$ cat src/rtl/chg_pkg.sv
// Shared types and widths for the change-record dispatcher.
package chg_pkg;

   localparam int ROW_W = 16;
   localparam int COL_W = 16;
   localparam int VAL_W = 24;
   localparam int Y_W   = 48;

   // One change record as it travels through the FIFO and hold registers.
   typedef struct packed {
      logic        [ROW_W-1:0] row;
      logic        [COL_W-1:0] col;
      logic signed [VAL_W-1:0] re;
      logic signed [VAL_W-1:0] im;
   } chg_rec_t;

   localparam int REC_W = $bits(chg_rec_t);

   typedef enum logic [1:0] {
      IDLE,
      ISSUE,
      WAIT,
      RESULT
   } chg_state_t;

endpackage

$ cat src/rtl/chg_dispatch_if.sv
// Record input, core launch/return and result output bundle for chg_dispatch.
interface chg_dispatch_if #(
   parameter int CNT_W = 16
);
   import chg_pkg::*;

   // Incoming change records
   logic             in_valid;
   logic             in_ready;
   logic [ROW_W-1:0] in_row;
   logic [COL_W-1:0] in_col;
   logic [VAL_W-1:0] in_real;
   logic [VAL_W-1:0] in_img;

   // Integration core launch and return
   logic             core_start;
   logic [ROW_W-1:0] core_row;
   logic [COL_W-1:0] core_col;
   logic [VAL_W-1:0] core_real;
   logic [VAL_W-1:0] core_img;
   logic             core_done;
   logic [Y_W-1:0]   core_yval;

   // Result stream and status
   logic             out_valid;
   logic             out_ready;
   logic [Y_W-1:0]   out_yval;
   logic [ROW_W-1:0] out_row;
   logic [COL_W-1:0] out_col;
   logic             out_timeout;
   logic             busy;
   logic [CNT_W-1:0] done_count;

   // Dispatcher side
   modport slave (
      input  in_valid, in_row, in_col, in_real, in_img,
      input  core_done, core_yval, out_ready,
      output in_ready, core_start, core_row, core_col, core_real, core_img,
      output out_valid, out_yval, out_row, out_col, out_timeout, busy, done_count
   );

   // Producer / core / consumer side
   modport master (
      output in_valid, in_row, in_col, in_real, in_img,
      output core_done, core_yval, out_ready,
      input  in_ready, core_start, core_row, core_col, core_real, core_img,
      input  out_valid, out_yval, out_row, out_col, out_timeout, busy, done_count
   );

endinterface

$ cat src/rtl/chg_fifo.sv
// Small record FIFO; pointers carry one extra wrap bit to tell full from empty.
module chg_fifo
   import chg_pkg::*;
#(
   parameter int DEPTH = 4
) (
   input  logic     clock,
   input  logic     reset,
   input  logic     push,
   input  chg_rec_t pushData,
   output logic     full,
   input  logic     pop,
   output chg_rec_t popData,
   output logic     empty
);

   localparam int AW = $clog2(DEPTH);

   chg_rec_t      mem [DEPTH];
   logic [AW:0]   wrPtr;
   logic [AW:0]   rdPtr;
   logic          doPush;
   logic          doPop;

   assign doPush  = push && !full;
   assign doPop   = pop && !empty;
   assign empty   = (wrPtr == rdPtr);
   assign full    = (wrPtr[AW] != rdPtr[AW]) && (wrPtr[AW-1:0] == rdPtr[AW-1:0]);
   assign popData = mem[rdPtr[AW-1:0]];

   // Advance read/write pointers; reset empties the queue.
   always_ff @(posedge clock or posedge reset) begin
      if (reset) begin
         wrPtr <= '0;
         rdPtr <= '0;
      end else begin
         if (doPush) wrPtr <= wrPtr + 1'b1;
         if (doPop)  rdPtr <= rdPtr + 1'b1;
      end
   end

   // Record storage needs no reset: only entries between the pointers are ever read.
   always_ff @(posedge clock) begin
      if (doPush) mem[wrPtr[AW-1:0]] <= pushData;
   end

endmodule

$ cat src/rtl/chg_dispatch.sv
// Buffers change records and issues them one at a time to the Y-integration core,
// returning the core result (or a timeout marker) on a valid/ready port.
module chg_dispatch
   import chg_pkg::*;
#(
   parameter int DEPTH   = 4,
   parameter int TIMEOUT = 64,
   parameter int CNT_W   = 16
) (
   input  logic          clock,
   input  logic          reset,
   chg_dispatch_if.slave bus
);

   localparam int CW = $clog2(TIMEOUT) + 1;

   chg_state_t       state;
   chg_state_t       nextState;
   chg_rec_t         inRec;
   chg_rec_t         headRec;
   chg_rec_t         holdRec;
   logic             fifoFull;
   logic             fifoEmpty;
   logic             fifoPop;
   logic             inReady;
   logic             pushReq;
   logic             captureDone;
   logic             captureTimeout;
   logic             accept;
   logic             timeoutHit;
   logic [CW-1:0]    waitCnt;
   logic [Y_W-1:0]   outYval;
   logic [ROW_W-1:0] outRow;
   logic [COL_W-1:0] outCol;
   logic             outTimeout;
   logic [CNT_W-1:0] doneCount;

   // Saturating increment for the processed-record counter.
   function automatic logic [CNT_W-1:0] satInc(input logic [CNT_W-1:0] v);
      return (&v) ? v : v + 1'b1;
   endfunction

   assign inRec      = '{row: bus.in_row, col: bus.in_col, re: bus.in_real, im: bus.in_img};
   assign inReady    = !fifoFull && !reset;
   assign pushReq    = bus.in_valid && inReady;
   assign timeoutHit = (waitCnt == CW'(TIMEOUT - 1));

   chg_fifo #(.DEPTH(DEPTH)) uFifo (
      .clock    (clock),
      .reset    (reset),
      .push     (pushReq),
      .pushData (inRec),
      .full     (fifoFull),
      .pop      (fifoPop),
      .popData  (headRec),
      .empty    (fifoEmpty)
   );

   // State register.
   always_ff @(posedge clock or posedge reset) begin
      if (reset) state <= IDLE;
      else       state <= nextState;
   end

   // Next-state decode: done beats the timeout boundary; core_done elsewhere is ignored.
   always_comb begin
      nextState      = state;
      fifoPop        = 1'b0;
      captureDone    = 1'b0;
      captureTimeout = 1'b0;
      accept         = 1'b0;
      case (state)
         IDLE: begin
            if (!fifoEmpty) begin
               fifoPop   = 1'b1;
               nextState = ISSUE;
            end
         end
         ISSUE: nextState = WAIT;
         WAIT: begin
            if (bus.core_done) begin
               captureDone = 1'b1;
               nextState   = RESULT;
            end else if (timeoutHit) begin
               captureTimeout = 1'b1;
               nextState      = RESULT;
            end
         end
         RESULT: begin
            if (bus.out_ready) begin
               accept    = 1'b1;
               nextState = IDLE;
            end
         end
         default: nextState = IDLE;
      endcase
   end

   // Hold the popped record for the core until the next pop.
   always_ff @(posedge clock or posedge reset) begin
      if (reset)        holdRec <= '0;
      else if (fifoPop) holdRec <= headRec;
   end

   // Cycles spent waiting on the core, cleared on launch.
   always_ff @(posedge clock or posedge reset) begin
      if (reset)               waitCnt <= '0;
      else if (state == ISSUE) waitCnt <= '0;
      else if (state == WAIT)  waitCnt <= waitCnt + 1'b1;
   end

   // Capture the result presented while in RESULT.
   always_ff @(posedge clock or posedge reset) begin
      if (reset) begin
         outYval    <= '0;
         outRow     <= '0;
         outCol     <= '0;
         outTimeout <= 1'b0;
      end else if (captureDone || captureTimeout) begin
         outYval    <= captureDone ? bus.core_yval : '0;
         outRow     <= holdRec.row;
         outCol     <= holdRec.col;
         outTimeout <= captureTimeout;
      end
   end

   // Count accepted results.
   always_ff @(posedge clock or posedge reset) begin
      if (reset)       doneCount <= '0;
      else if (accept) doneCount <= satInc(doneCount);
   end

   assign bus.in_ready    = inReady;
   assign bus.core_start  = (state == ISSUE);
   assign bus.core_row    = holdRec.row;
   assign bus.core_col    = holdRec.col;
   assign bus.core_real   = holdRec.re;
   assign bus.core_img    = holdRec.im;
   assign bus.out_valid   = (state == RESULT);
   assign bus.out_yval    = outYval;
   assign bus.out_row     = outRow;
   assign bus.out_col     = outCol;
   assign bus.out_timeout = outTimeout;
   assign bus.busy        = (state != IDLE) || !fifoEmpty;
   assign bus.done_count  = doneCount;

endmodule

$ cat src/flat_wrapper.sv
// flat-port wrapper written by rule: the top's interface ports become plain ports
module chg_dispatch_flat import chg_pkg::*;
#(
   parameter int DEPTH   = 4,
   parameter int TIMEOUT = 64,
   parameter int CNT_W   = 16
)
  (clock, reset, bus_in_valid, bus_in_row, bus_in_col, bus_in_real, bus_in_img, bus_core_done, bus_core_yval, bus_out_ready, bus_in_ready, bus_core_start, bus_core_row, bus_core_col, bus_core_real, bus_core_img, bus_out_valid, bus_out_yval, bus_out_row, bus_out_col, bus_out_timeout, bus_busy, bus_done_count);
  chg_dispatch_if #(.CNT_W(CNT_W)) bus_i ();
  input  logic clock;
  input  logic reset;
  input wire logic [$bits(bus_i.in_valid)-1:0] bus_in_valid;
  input wire logic [$bits(bus_i.in_row)-1:0] bus_in_row;
  input wire logic [$bits(bus_i.in_col)-1:0] bus_in_col;
  input wire logic [$bits(bus_i.in_real)-1:0] bus_in_real;
  input wire logic [$bits(bus_i.in_img)-1:0] bus_in_img;
  input wire logic [$bits(bus_i.core_done)-1:0] bus_core_done;
  input wire logic [$bits(bus_i.core_yval)-1:0] bus_core_yval;
  input wire logic [$bits(bus_i.out_ready)-1:0] bus_out_ready;
  output wire logic [$bits(bus_i.in_ready)-1:0] bus_in_ready;
  output wire logic [$bits(bus_i.core_start)-1:0] bus_core_start;
  output wire logic [$bits(bus_i.core_row)-1:0] bus_core_row;
  output wire logic [$bits(bus_i.core_col)-1:0] bus_core_col;
  output wire logic [$bits(bus_i.core_real)-1:0] bus_core_real;
  output wire logic [$bits(bus_i.core_img)-1:0] bus_core_img;
  output wire logic [$bits(bus_i.out_valid)-1:0] bus_out_valid;
  output wire logic [$bits(bus_i.out_yval)-1:0] bus_out_yval;
  output wire logic [$bits(bus_i.out_row)-1:0] bus_out_row;
  output wire logic [$bits(bus_i.out_col)-1:0] bus_out_col;
  output wire logic [$bits(bus_i.out_timeout)-1:0] bus_out_timeout;
  output wire logic [$bits(bus_i.busy)-1:0] bus_busy;
  output wire logic [$bits(bus_i.done_count)-1:0] bus_done_count;
  assign bus_i.in_valid = bus_in_valid;
  assign bus_i.in_row = bus_in_row;
  assign bus_i.in_col = bus_in_col;
  assign bus_i.in_real = bus_in_real;
  assign bus_i.in_img = bus_in_img;
  assign bus_i.core_done = bus_core_done;
  assign bus_i.core_yval = bus_core_yval;
  assign bus_i.out_ready = bus_out_ready;
  assign bus_in_ready = bus_i.in_ready;
  assign bus_core_start = bus_i.core_start;
  assign bus_core_row = bus_i.core_row;
  assign bus_core_col = bus_i.core_col;
  assign bus_core_real = bus_i.core_real;
  assign bus_core_img = bus_i.core_img;
  assign bus_out_valid = bus_i.out_valid;
  assign bus_out_yval = bus_i.out_yval;
  assign bus_out_row = bus_i.out_row;
  assign bus_out_col = bus_i.out_col;
  assign bus_out_timeout = bus_i.out_timeout;
  assign bus_busy = bus_i.busy;
  assign bus_done_count = bus_i.done_count;
  chg_dispatch #(.DEPTH(DEPTH), .TIMEOUT(TIMEOUT), .CNT_W(CNT_W)) u_core (.clock(clock), .reset(reset), .bus(bus_i));
endmodule
$ cat config.mk
export PLATFORM = sky130hd
export DESIGN_NAME = chg_dispatch_flat
export DESIGN_NICKNAME = d
export VERILOG_FILES = /design/src/rtl/chg_pkg.sv /design/src/rtl/chg_dispatch_if.sv /design/src/rtl/chg_fifo.sv /design/src/rtl/chg_dispatch.sv /design/src/flat_wrapper.sv
export SDC_FILE = /design/constraint.sdc
export NUM_CORES = 1
export LEC_CHECK = 0
export ABC_AREA = 1
export BUFFER_PORTS_ARGS = -buffer_cell sky130_fd_sc_hd__buf_2
export CORE_ASPECT_RATIO = 0.5
export CORE_MARGIN = 8
export CORE_UTILIZATION = 57
export DETAILED_ROUTE_END_ITERATION = 7
export GPL_TIMING_DRIVEN = 0
export PLACE_DENSITY_LB_ADDON = 0.08
export SYNTH_ARGS = -nofsm -noshare
export SYNTH_HDL_FRONTEND = slang
export SYNTH_SLANG_ARGS = --single-unit
$ cat constraint.sdc
create_clock -name clock -period 8.3 [get_ports clock]
set_input_delay 0.83 -clock clock [delete_from_list [all_inputs] [get_ports clock]]
set_output_delay 0.83 -clock clock [all_outputs]
set_load 0.03 [all_outputs]
=== Yosys cells after proc, flatten, opt, wreduce, memory -nomap -nowiden ===
Memory sizes are Yosys's and may differ from the RTL's. A register that Yosys moved wholly into a read port is not among the register bits.
Index checks and enable logic that the tools add are counted.

* Register bits after elaboration: 112
* Bits in writable memories: 320
* Bits of input ports: 133
* Output and inout port bits: 181
* Word-level logic and storage cells: 60
* Memories kept: 1

{| class="wikitable"
|+ Memory list
! memory !! words !! bits a word !! rd ports !! clocked after memory_dff !! wr ports !! RTL line !! RTL
|-
| u_core.uFifo.mem || 4 || 80 || 1 || 1 || 1 || chg_fifo.sv:19 || <nowiki>chg_rec_t mem [DEPTH];</nowiki>
|}

* Add/sub/neg operators: 4
* Eq/ne operators: 10
* Multiplexer cells: 19
* Bitwise operators: 1
* Reduce and logical (&&, ||, !) cells: 16

{| class="wikitable"
|+ Operators by type and width
! kind !! count
|-
| $mux W48 || 1
|-
| $add A16 B1 Y16 const B || 1
|-
| $reduce_and A16 Y1 || 1
|-
| $mux W7 || 2
|-
| $mux W1 || 11
|-
| $mux W2 || 4
|-
| $pmux W2 S4 || 1
|-
| $add A7 B1 Y7 const B || 1
|-
| $eq A7 B6 Y1 const B || 1
|-
| $add A3 B1 Y3 const B || 2
|-
| $logic_and A1 B1 Y1 || 5
|-
| $eq A2 B2 Y1 const B || 2
|-
| $ne A2 B2 Y1 const B || 2
|-
| $reduce_bool A2 Y1 || 2
|-
| $eq A3 B3 Y1 || 1
|-
| $logic_not A1 Y1 || 3
|-
| $ne A3 B2 Y1 const B || 1
|-
| $reduce_and A3 Y1 || 1
|-
| $eq A2 B1 Y1 const B || 1
|-
| $eq A2 B2 Y1 || 1
|-
| $logic_not A2 Y1 || 1
|-
| $logic_or A1 B1 Y1 || 2
|-
| $reduce_and A2 Y1 || 1
|-
| $ne A1 B1 Y1 || 1
|-
| $not A1 Y1 || 1
|}

=== Longest topological paths before layout ===
Gate-level depths: netlist of run 1.

* Word-level depth: 8
* Gate-level depth with buffers: 10
* Gate-level depth less buffers: 8

=== Hierarchy ===
A second synthesis of run 1 with hierarchy kept.

* Cell total of the unflattened synthesis: 1749
* Area, all modules: 20045.5 sq um

{| class="wikitable"
|+ By module, submodules not included
! module !! instances !! cells an instance !! area each (sq um) !! sequential area each (sq um)
|-
| chg_fifo || 1 || 835 || 12293.0 || 9759.4
|-
| chg_dispatch || 1 || 914 || 7752.4 || 4654.5
|}

=== Worst setup path before layout of run 1 ===
No wires, ideal clock.

* Path type: input -> register
* Start point: in reset
* End point: mem u_core.uFifo.mem[3][0] (netlist bit) (enable)
* Setup time: 518 ps
* Arrival: 9411 ps
* Data required time: 7782 ps
* Path slack: -1630 ps
* Stages: 3
* Path buffers: 0
* Cell sequence: inv_1 > nand3_1 > nor2_1

* Cells in the longest elaborated chain, start to end: 6

{| class="wikitable"
|+ Ends and longest elaborated chain
! what !! RTL line !! RTL
|-
| from (decl) || flat_wrapper.sv:11 || <nowiki>input logic reset;</nowiki>
|-
| $logic_not A1 Y1 || chg_dispatch.sv:44 || <nowiki>assign inReady = !fifoFull && !reset;</nowiki>
|-
| $logic_and A1 B1 Y1 || chg_dispatch.sv:44 ||
|-
| $logic_and A1 B1 Y1 || chg_dispatch.sv:45 || <nowiki>assign pushReq = bus.in_valid && inReady;</nowiki>
|-
| $logic_and A1 B1 Y1 || chg_fifo.sv:25 || <nowiki>assign doPush = push && !full;</nowiki>
|-
| $mux W1 || chg_fifo.sv:44 || <nowiki>if (doPush) mem[wrPtr[AW-1:0]] <= pushData;</nowiki>
|-
| $mux W1 (not written as such) || chg_fifo.sv:44 ||
|-
| to (decl) || chg_fifo.sv:19 ||
|}

Every way passes these cells.

=== Final worst setup path of run 1 ===
* Start point: in reset
* End point: mem u_core.uFifo.mem[3][73] (netlist bit) (enable)

Same word-level chain as after synthesis.

==> results of run 1 <==
==> state kept, by name, summed over array words and instances, names as in the netlist <==
| signal | flops |
|---|---|
| u_core.uFifo.rdPtr | 3 |
| u_core.bus.core_col | 16 |
| u_core.uFifo.mem | 320 |
| u_core.bus.core_real | 24 |
| u_core.waitCnt | 7 |
| u_core.state | 2 |
| u_core.bus.core_row | 16 |
| u_core.bus.out_yval | 48 |
| u_core.bus.out_col | 16 |
| u_core.bus.out_row | 16 |
| u_core.bus.out_timeout | 1 |
| u_core.bus.core_img | 24 |
| u_core.bus.done_count | 16 |
| u_core.uFifo.wrPtr | 3 |
==> layout by cell type (no fill, tap or decap), drive strengths merged <==
| master | Yosys | layout |
|---|---|---|
| a21oi | 4 | 4 |
| buf | 54 | 385 |
| bufinv | 0 | 1 |
| clkbuf | 54 | 116 |
| clkinv | 0 | 12 |
| clkinvlp | 0 | 5 |
| dfrtp | 192 | 192 |
| diode | 0 | 6 |
| edfxtp | 320 | 320 |
| ha | 12 | 12 |
| inv | 33 | 34 |
| mux2i | 1 | 1 |
| nand2 | 413 | 413 |
| nand3 | 183 | 183 |
| nand3b | 1 | 1 |
| nand4 | 11 | 11 |
| nor2 | 271 | 271 |
| o21ai | 252 | 252 |
| o21bai | 1 | 1 |
| or2 | 2 | 2 |
| xnor2 | 2 | 2 |
| xor2 | 11 | 11 |
==> kinds of logic after synthesis <==
group	after synthesis	synth area share, %
simple gates	881	17.8
fa+ha+maj	12	0.743
buf+inv	141	3.14
mux	1	0.0495
compound gates	257	6.39
flops	512	71.3
xor+xnor	13	0.600
==> stage by stage <==
stage	utilization, %	instances	instance area (um^2)	power (uW)
2_1_floorplan	-	1817	20200	6210
3_3_place_gp	64.5	2605	22400	7450
3_5_place_dp	65.8	2623	22800	7550
4_1_cts	69.7	2704	24200	9550
6_report	69.8	2710	24200	9500
5_1_grt	69.8	2710	24200	10100
==> worst paths after layout <==
check                                                startpoint                                   end  cells after the start
setup / recovery                                          reset     u_core.uFifo.mem[3][73]$_DFFE_PP_                     10
hold / removal                                            reset   u_core.bus.out_yval[42]$_DFFE_PP0P_                      2
setup reg to reg              u_core.uFifo.rdPtr[0]$_DFFE_PP0P_     u_core.uFifo.mem[3][73]$_DFFE_PP_                     10
hold reg to reg            u_core.bus.core_real[10]$_DFFE_PP0P_  u_core.bus.core_real[10]$_DFFE_PP0P_                      2
max in group asynchronous                                 reset   u_core.bus.core_img[18]$_DFFE_PP0P_                      5
min in group clock         u_core.bus.core_real[10]$_DFFE_PP0P_  u_core.bus.core_real[10]$_DFFE_PP0P_                      2
==> layer usage <==
layer / track usage [%] / wire length (um) / part of all wire [%] / vias up
met5: 0 / 10 / 0.019 / -
li1: - / - / - / 6978
met1: 31.4 / 21000 / 40 / 7000
met3: 4.40 / 4480 / 8.6 / 91
met2: 40.2 / 25300 / 49 / 582
met4: 7.76 / 1240 / 2.4 / 2
==> layout make-up <==
type | count | area share (%)
sequential | 512 | 59.5
multi-input combinational | 1164 | 21.5
timing repair buffer | 331 | 8.17
clock buffer | 62 | 5.13
tap | 475 | 2.45
buffer | 108 | 2.11
clock inverter | 19 | 0.579
inverter | 33 | 0.527
antenna | 6 | 0.0620
==> power groups by stage <==
stage / clock network [uW] / registers, uW / logic, uW
6_report: 1990 / 3630 / 3870
5_1_grt: 2130 / 3690 / 4240
4_1_cts: 2020 / 3630 / 3900
3_5_place_dp: 0 / 3680 / 3870
3_3_place_gp: 0 / 3710 / 3750
2_1_floorplan: 0 / 4400 / 1810
==> out/results.ini, run 1 <==
[sta]
slew_headroom_pct=42.8
drv_slew=0
holdWs_ps=447
setup_viol=0
max_freq_mhz=267
fin_skew_ps=17.9
fin_crit_ps=3750
setup_tns_ps=0
worst_slew_pin_slew_ps=856
hold_viol_final=0
min_period_over_period_pct=45.2
rsz0062_at_grt=false
setup_ws_ps=4550

[logic_synthesis]
ys_seq_elements=512
yosysUniqueCellTypes=27
synth_area_leader_cell=edfxtp_1
synthTopCellsByArea=edfxtp_1, dfrtp_1, nand2_1
ys_top_cells_by_count=nand2_1, edfxtp_1, nor2_1, o21ai_0, dfrtp_1
synth.most_common_cell=nand2_1
syn_area_per_cell_um2=11.1
syn-num-nets=1962
synth_top_cell_area_share_pct=47.5
synth_flop_cell=edfxtp_1
synthArstFlopShare_pct=37.5
yosysWarningCount=0
syn_inst=1817
syn-cell-area_um2=20200
seq_area_frac_synth_pct=71.3
synth_edf_count=320

[placed_design]
port_buffers=313
place_congestion=0.842
hpwl_um=35200
place_ws_ps=3920

[floorplanning]
die-area_um2=42100
fp-row-count=48
dieWidth_um=282
start_util_pct=58.2
core_um2=34700
die_h_um=149
top_level_ports=314

[critical_path]
crit_path_max_incr_delay_ps=670
r2r_slack_ps=5190
worstSetupPathType=in2reg
crit_family=buffers and inverters
crit_path_top_delay_cell=nor2_4
critPathRequiredTime_ps=8550
critPathMostFrequentCell=buf_16
cp.buffers_inverters=8
endpoint_kind=flip-flop
cp_cell_sequence=buf_2, clkinvlp_4, buf_12, buf_12, buf_16, nand3_1, nor2_4, buf_16, buf_16, buf_16
cp-start-kind=primary input
cp.arrival_ps=4000
path_max_fanout=37

[clock_network]
cts_tree=yes
htreeDepth=2
cts_num_sinks=512
root_buffer=clkbuf_16
post-cts-setup-buffers=0
clockBufferDepth=3
holdBufCountCts=0
clk_latency_ps=550
cts_buffers=44
cts_resized=0
clk_pin_slew_ps=70

[pwr]
powerDensity_nw_per_um2=392
cellLeakagePower_uw=0.0105
ir_drop_mv=0.257
power_frac_comb_pct=40.8
p_int_uw=5510
p_seq_share_pct=38.2
p_sw_share_pct=42.0
switchingPower_uw=3990
clkPwrFrac_pct=21.0

[final_layout]
fillCellCount=2546
fin_nets=2339
multiInputGateArea_um2=5200
seq_area_um2=14400
drive_gt1_share_pct=20.5
area_growth_pct=19.8

[route]
wl_per_cell_um=19.2
remaining_drc_errors=0
drt_iter0_markers=1244
drtAntennaViolNets=0
wirelength_um=52100
vias_per_cell=5.41
drtPass1Iterations=7
vias=14653

[worst_hold_path]
hold_path.class=in2async

[global_route]
antenna_found_initial=7
grt_pass1_vias=14260
grt_use_total_pct=23.9
grt_max_degree=39
overflow=0
grt_pass1_wl_um=79000

[flow_run]
max-cap-violations=0

[status]
status=finished clean

No activity file was read; power rests on OpenSTA's default activity.
==> run 2: changes to the inputs <==
--- a/config.mk
+++ b/config.mk
@@ -5,11 +5,11 @@
 export SDC_FILE = /design/constraint.sdc
 export NUM_CORES = 1
 export LEC_CHECK = 0
-export ABC_AREA = 1
+export ABC_AREA = 0
 export BUFFER_PORTS_ARGS = -buffer_cell sky130_fd_sc_hd__buf_2
 export CORE_ASPECT_RATIO = 0.5
 export CORE_MARGIN = 8
-export CORE_UTILIZATION = 57
+export CORE_UTILIZATION = 51
 export DETAILED_ROUTE_END_ITERATION = 7
 export GPL_TIMING_DRIVEN = 0
 export PLACE_DENSITY_LB_ADDON = 0.08
==> constraint.sdc (replaced) <==
create_clock -name clock -period 3.28 [get_ports clock]
set_input_delay 0.328 -clock clock [delete_from_list [all_inputs] [get_ports clock]]
set_output_delay 0.328 -clock clock [all_outputs]
set_load 0.03 [all_outputs]
==> run 2 against run 1 <==
Global-route usage down 5.4 points. Sequential share of layout area is 0.50 points higher. Register-to-register slack lost 4500 ps. Synthesized area shrank 5.5%. Critical path depth down 5. Non-clock buffer count up 38. Clock-buffer cell count grew 5.
==> out/results.ini, run 2 <==
[final_layout]
diodes=0
drive_gt1_share_pct=35.2
final_cells=1937
final_common_cell=buf_2
fillCellCount=2672
stdcell_area_um2=24000
largest_reg_flops=320
final_cell_mix=buf_2, edfxtp_1, dfrtp_1
fin_nets=1553
area_growth_pct=25.7
final_util_pct=64.6

[sta]
fin_crit_ps=3070
rsz0062_at_grt=false
worst_slew_pin_slew_ps=1360
fin_skew_ps=19.0
hold_viol_final=0
setup_viol=0
slew_headroom_pct=9.36
drv_slew=0
max_freq_mhz=326
setup_ws_ps=210
min_period_over_period_pct=93.6

[logic_synthesis]
synth.most_common_cell=edfxtp_1
syn_inst=925
yosysWarningCount=0
syn_area_per_cell_um2=20.7
syn-num-nets=1070
syn-cell-area_um2=19100
ys_seq_elements=512
synth_edf_count=320
synth_area_leader_cell=edfxtp_1
synth_top_cell_area_share_pct=50.3
ys_top_cells_by_count=edfxtp_1, dfrtp_1, mux2_1, mux4_2, a22o_1
synth_flop_cell=edfxtp_1
yosysUniqueCellTypes=48
synthTopCellsByArea=edfxtp_1, dfrtp_1, mux4_2
synthArstFlopShare_pct=37.5
seq_area_frac_synth_pct=75.4

[route]
drt_iter0_markers=506
wirelength_um=41300
remaining_drc_errors=0
wl_per_cell_um=21.3
vias=10253
drtAntennaViolNets=0
drtPass1Iterations=4
vias_per_cell=5.29

[clock_network]
clk_pin_slew_ps=60
htreeDepth=2
clk_latency_ps=560
cts_buffers=46
clockBufferDepth=3
root_buffer=clkbuf_16
cts_tree=yes
cts_num_sinks=512
cts_resized=0

[critical_path]
crit_family=buffers and inverters
path_max_fanout=80
critPathRequiredTime_ps=3440
crit_path_max_incr_delay_ps=1050
cp.arrival_ps=3230
endpoint_kind=flip-flop
cp.buffers_inverters=3
crit_path_top_delay_cell=and2_4
worstSetupPathType=in2reg
cp-start-kind=primary input
cp_cell_sequence=dlygate4sd3_1, buf_2, clkinvlp_4, o311a_1, and2_4

[placed_design]
dp_cells=1737
port_buffers=313
dpl-instance-area_um2=21400
place_ws_ps=160
hpwl_um=25900
place_congestion=0.772

[global_route]
grt_max_degree=82
grt_pass1_vias=11255
antenna_found_initial=0
grtUsageMet1_pct=23.1
top_usage_layer=met2
overflow=0
grt_use_total_pct=18.4
met3_usage_pct=3.23
grt_pass1_wl_um=63900
use_met2_pct=33.3

[pwr]
power_frac_comb_pct=35.9
powerDensity_nw_per_um2=946
ir_drop_mv=0.620
p_int_uw=14600
p_sw_share_pct=35.6
power.total_uw=22700
p_seq_share_pct=41.1
clkPwrFrac_pct=23.0
switchingPower_uw=8090
cellLeakagePower_uw=0.00951

[floorplanning]
core_um2=37200
die-area_um2=44300
start_util_pct=51.4
top_level_ports=314
fp-row-count=50
die_h_um=153
dieWidth_um=290

[flow_run]
max-cap-violations=0

[worst_hold_path]
hold_path.class=in2reg

[status]
status=finished clean

## run 2: changes by cell type in the layout (fill, tap and decap cells not counted), sizes merged, moves of 24 or more
| cell | previous run | this run |
|---|---|---|
| mux4 | 0 | 80 |
| buf | 385 | 346 |
| nand3 | 183 | 9 |
| mux2 | 0 | 115 |
| dlygate4sd3 | 0 | 116 |
| nand2 | 413 | 9 |
| a22o | 0 | 48 |
| clkbuf | 116 | 82 |
| o21ai | 252 | 6 |
| nor2 | 271 | 9 |
| inv | 34 | 10 |
## run 2: timing repair
action / CTS / global route
endpoints found under the hold margin: 385 / 1
setup buffers: 0 / 0
hold buffers: 115 / 1
## run 2: path summary, 6_finish.rpt
path / start / end / cells past startpoint / slack, ps
min in group asynchronous: reset / u_core.bus.core_row[6]$_DFFE_PP0P_ / 3 / 550
max in group asynchronous: reset / u_core.bus.core_img[14]$_DFFE_PP0P_ / 5 / 1820
max: reset / u_core.uFifo.mem[2][17]$_DFFE_PP_ / 5 / 210
min: bus_core_yval[29] / u_core.bus.out_yval[29]$_DFFE_PP0P_ / 2 / 20
max reg2reg: u_core.uFifo.wrPtr[2]$_DFFE_PP0P_ / u_core.uFifo.mem[2][17]$_DFFE_PP_ / 3 / 650
min reg2reg: u_core.bus.out_col[15]$_DFFE_PP0P_ / u_core.bus.out_col[15]$_DFFE_PP0P_ / 1 / 490
## run 2: area by class of cell
type	count	area [um^2]	share of cell area, %
Inverter	9	37.5	0.156
Timing Repair Buffer	435	2860	11.9
Buffer	42	225	0.938
Multi-Input combinational cell	362	4440	18.5
Sequential cell	512	14400	60.0
Clock buffer	67	1250	5.20
Clock inverter	16	175	0.729
Tap cell	494	618	2.57
## run 2: metrics by stage
step | hold WS [ps] | setup TNS [ps]
global placement | 468 | -1286160
CTS | 1.41 | 0
finish | 19.1 | 0
global route | 6.47 | 0
floorplan | 427 | -373220
detailed placement | 475 | 0
## run 2: kinds of logic after synthesis
logic type / synth area share (%)
xor gates and xnor gates: 1.05
muxes: 16.4
AOI/OAI and AO/OA: 3.10
and+or+nand+nor: 1.91
DFF: 75.4
adders and majority gates: 0.786
buffers and inverters: 1.36
## run 2: power by group through the flow
stage / sequential, uW / clock, uW / combinational, uW
floorplan: 11300 / 0 / 3770
CTS: 9360 / 5310 / 8340
global route: 9510 / 5580 / 8740
finish: 9340 / 5220 / 8160
detailed placement: 9490 / 0 / 8210
global placement: 9400 / 0 / 8050
## run 2: per-layer routing
metal	wire, um	part of all wire (%)
met4	758	1.8
met2	21900	53
met5	0	0
met3	1830	4.4
met1	16800	41
==> run 3: changes to the inputs <==
--- a/config.mk
+++ b/config.mk
@@ -13,6 +13,8 @@
 export DETAILED_ROUTE_END_ITERATION = 7
 export GPL_TIMING_DRIVEN = 0
 export PLACE_DENSITY_LB_ADDON = 0.08
+export RECOVER_POWER = 100
 export SYNTH_ARGS = -nofsm -noshare
 export SYNTH_HDL_FRONTEND = slang
+export SYNTH_HIERARCHICAL = 1
 export SYNTH_SLANG_ARGS = --single-unit
==> run 3 against run 2 <==
The flow now finishes with violations (max-capacitance violations, max-slew violations). Clock-buffer cell count did not move. Largest power group unchanged. Critical path depth rose by 2. Core utilization fell by 0.64 points. Synthesized cell count rose by 1.6%. Fmax rose by 1.7%. First-iteration DRC count rose by 17%.
==> out/results.ini, run 3 <==
[final_layout]
diodes=0
fillCellCount=2777
fin_nets=1586
final_cells=1972
area_growth_pct=23.5
seq_area_um2=14400
final_common_cell=edfxtp_1
multiInputGateArea_um2=4520
largest_reg_flops=320
drive_gt1_share_pct=22.9
final_cell_mix=edfxtp_1, clkbuf_1, dfrtp_1

[logic_synthesis]
synthTopCellsByArea=edfxtp_1, dfrtp_1, mux4_2
synthMuxAreaShare_pct=16.7
synth_adder_area_share_pct=0.775
synth_compound_gate_area_share_pct=3.20
synth_top_cell_area_share_pct=49.6
ys_seq_elements=512
syn_area_per_cell_um2=20.6
seq_area_frac_synth_pct=74.4
syn-cell-area_um2=19400
synth_flop_cell=edfxtp_1
synth_top_family_by_area=multiplexers
syn-num-nets=1085
synth-xor-area-share_pct=1.26
synth_area_leader_cell=edfxtp_1
synthArstFlopShare_pct=37.5
yosys.area_share.simple_pct=2.03
synth_edf_count=320
yosysUniqueCellTypes=51
syn_inst=940
ys_top_cells_by_count=edfxtp_1, dfrtp_1, mux2_2, mux4_2, a22o_1
synth.most_common_cell=edfxtp_1
yosysWarningCount=6

[global_route]
overflow=0
grt_use_total_pct=19.0
grt_pass1_vias=11631
top_usage_layer=met2
met3_usage_pct=3.88
grt_pass1_wl_um=67200
grt_max_degree=53
antenna_found_initial=0
grtUsageMet1_pct=23.1
use_met2_pct=34.9

[placed_design]
hpwl_um=27400
place_congestion=0.803
port_buffers=313
dp_cells=1759

[critical_path]
endpoint_kind=flip-flop
cp.arrival_ps=3230
critPathRequiredTime_ps=3490
worstSetupPathType=reg2reg
cp-start-kind=flip-flop
path_max_fanout=51

[clock_network]
clk_latency_ps=560
cts_tree=yes
cts_resized=0
clockBufferDepth=3
root_buffer=clkbuf_16
cts_num_sinks=512
cts_buffers=45
htreeDepth=2
clk_pin_slew_ps=70
post-cts-setup-buffers=0

[status]
status=finished, violations left
violations=max-capacitance violations, max-slew violations

[floorplanning]
fp-row-count=50
start_util_pct=51.8
top_level_ports=314
die-area_um2=44900
dieWidth_um=292
die_h_um=154
core_um2=37400

[route]
wirelength_um=42600
drtAntennaViolNets=0
vias_per_cell=5.32
wl_per_cell_um=21.6
drt_iter0_markers=593
drtPass1Iterations=4
remaining_drc_errors=0
vias=10486

[worst_hold_path]
hold_path.class=in2reg

[sta]
rsz0062_at_grt=false
worst_slew_pin_slew_ps=1670
fin_crit_ps=3020
hold_viol_final=0
fin_skew_ps=13.2
max_freq_mhz=331
setup_tns_ps=0
slew_headroom_pct=-12.2
min_period_over_period_pct=92.0
drv_slew=9
setup_viol=0

[flow_run]
max-cap-violations=1

[pwr]
powerDensity_nw_per_um2=941
cellLeakagePower_uw=0.00875
ir_drop_mv=0.654

## run 3: changes by cell type after synthesis, moves of 6 or more
cell      delta
a21oi_1      +6
buf_4       -14
mux2_2      +72
mux2_1     -104
buf_6       +12
clkbuf_1    -10
buf_2       +13
mux2_4      +33
## run 3: cells by family (layout without fill, tap and decap cells)
group,count (synthesis),count (layout)
fa+ha+maj,12,12
compound gates,77,77
mux,197,197
buf+inv,52,590
xor+xnor,24,24
flops,512,512
simple gates,66,66
## run 3: through the flow
| stage | hold WS (ps) | area (um^2) | setup WS (ps) | utilization [%] | total power (uW) |
|---|---|---|---|---|---|
| after global routing | 253 | 23900 | 69.3 | 64.0 | 23700 |
| after CTS | 203 | 24500 | 295 | 65.5 | 23400 |
| after detailed placement | 331 | 21900 | 309 | 58.5 | 18300 |
| after floorplan | 119 | 19400 | 17.3 | - | 15600 |
| final | 232 | 23900 | 261 | 64.0 | 22500 |
| after global placement | 323 | 21600 | -1290 | 57.7 | 18000 |
## run 3: final cells by class
type,instances,area share (%)
timing repair buffer,454,11.4
buffer,41,1.14
clock inverter,17,0.465
tap,494,2.58
clock buffer,67,5.17
multi-input combinational,376,18.9
sequential,512,60.2
inverter,11,0.178
## run 3: routing by layer
metal  vias up  share of wire [%]
met3        65                4.5
met4         0                1.8
met2       245                 53
met5         -                  0
li1       4744                  -
met1      5432                 40
## run 3: final timing paths
kind	startpoint	endpoint	slack, ps	cells after the start
max in group asynchronous	reset	u_core/bus.core_real[3]$_DFFE_PP0P_	990	6
setup / recovery	u_core/uFifo/wrPtr[1]$_DFFE_PP0P_	u_core/uFifo/mem[2][14]$_DFFE_PP_	260	7
min in group asynchronous	reset	u_core/uFifo/rdPtr[0]$_DFFE_PP0P_	320	3
hold reg to reg	u_core/bus.out_col[5]$_DFFE_PP0P_	u_core/bus.out_col[5]$_DFFE_PP0P_	490	1
hold / removal	bus_out_ready	u_core/bus.done_count[0]$_DFFE_PP0P_	230	4
setup reg to reg	u_core/uFifo/wrPtr[1]$_DFFE_PP0P_	u_core/uFifo/mem[2][14]$_DFFE_PP_	260	7
## run 3: what timing repair did
item	CTS	global route
hold buffers	129	0
hold endpoints to repair	391	0
endpoints found under the setup margin	0	0
## run 3: power by group
| group | internal, uW | switching [uW] |
|---|---|---|
| Combinational | 3160 | 5030 |
| Sequential | 8540 | 870 |
| Clock | 2650 | 2290 |
## run 3: critical path: stages (launching register included)
cell and delay [ps]:
dfrtp_1 470, xnor2_1 250, nand3_1 200, inv_1 90, nor2_4 80, and2_1 260, and3_2 890, buf_16 360
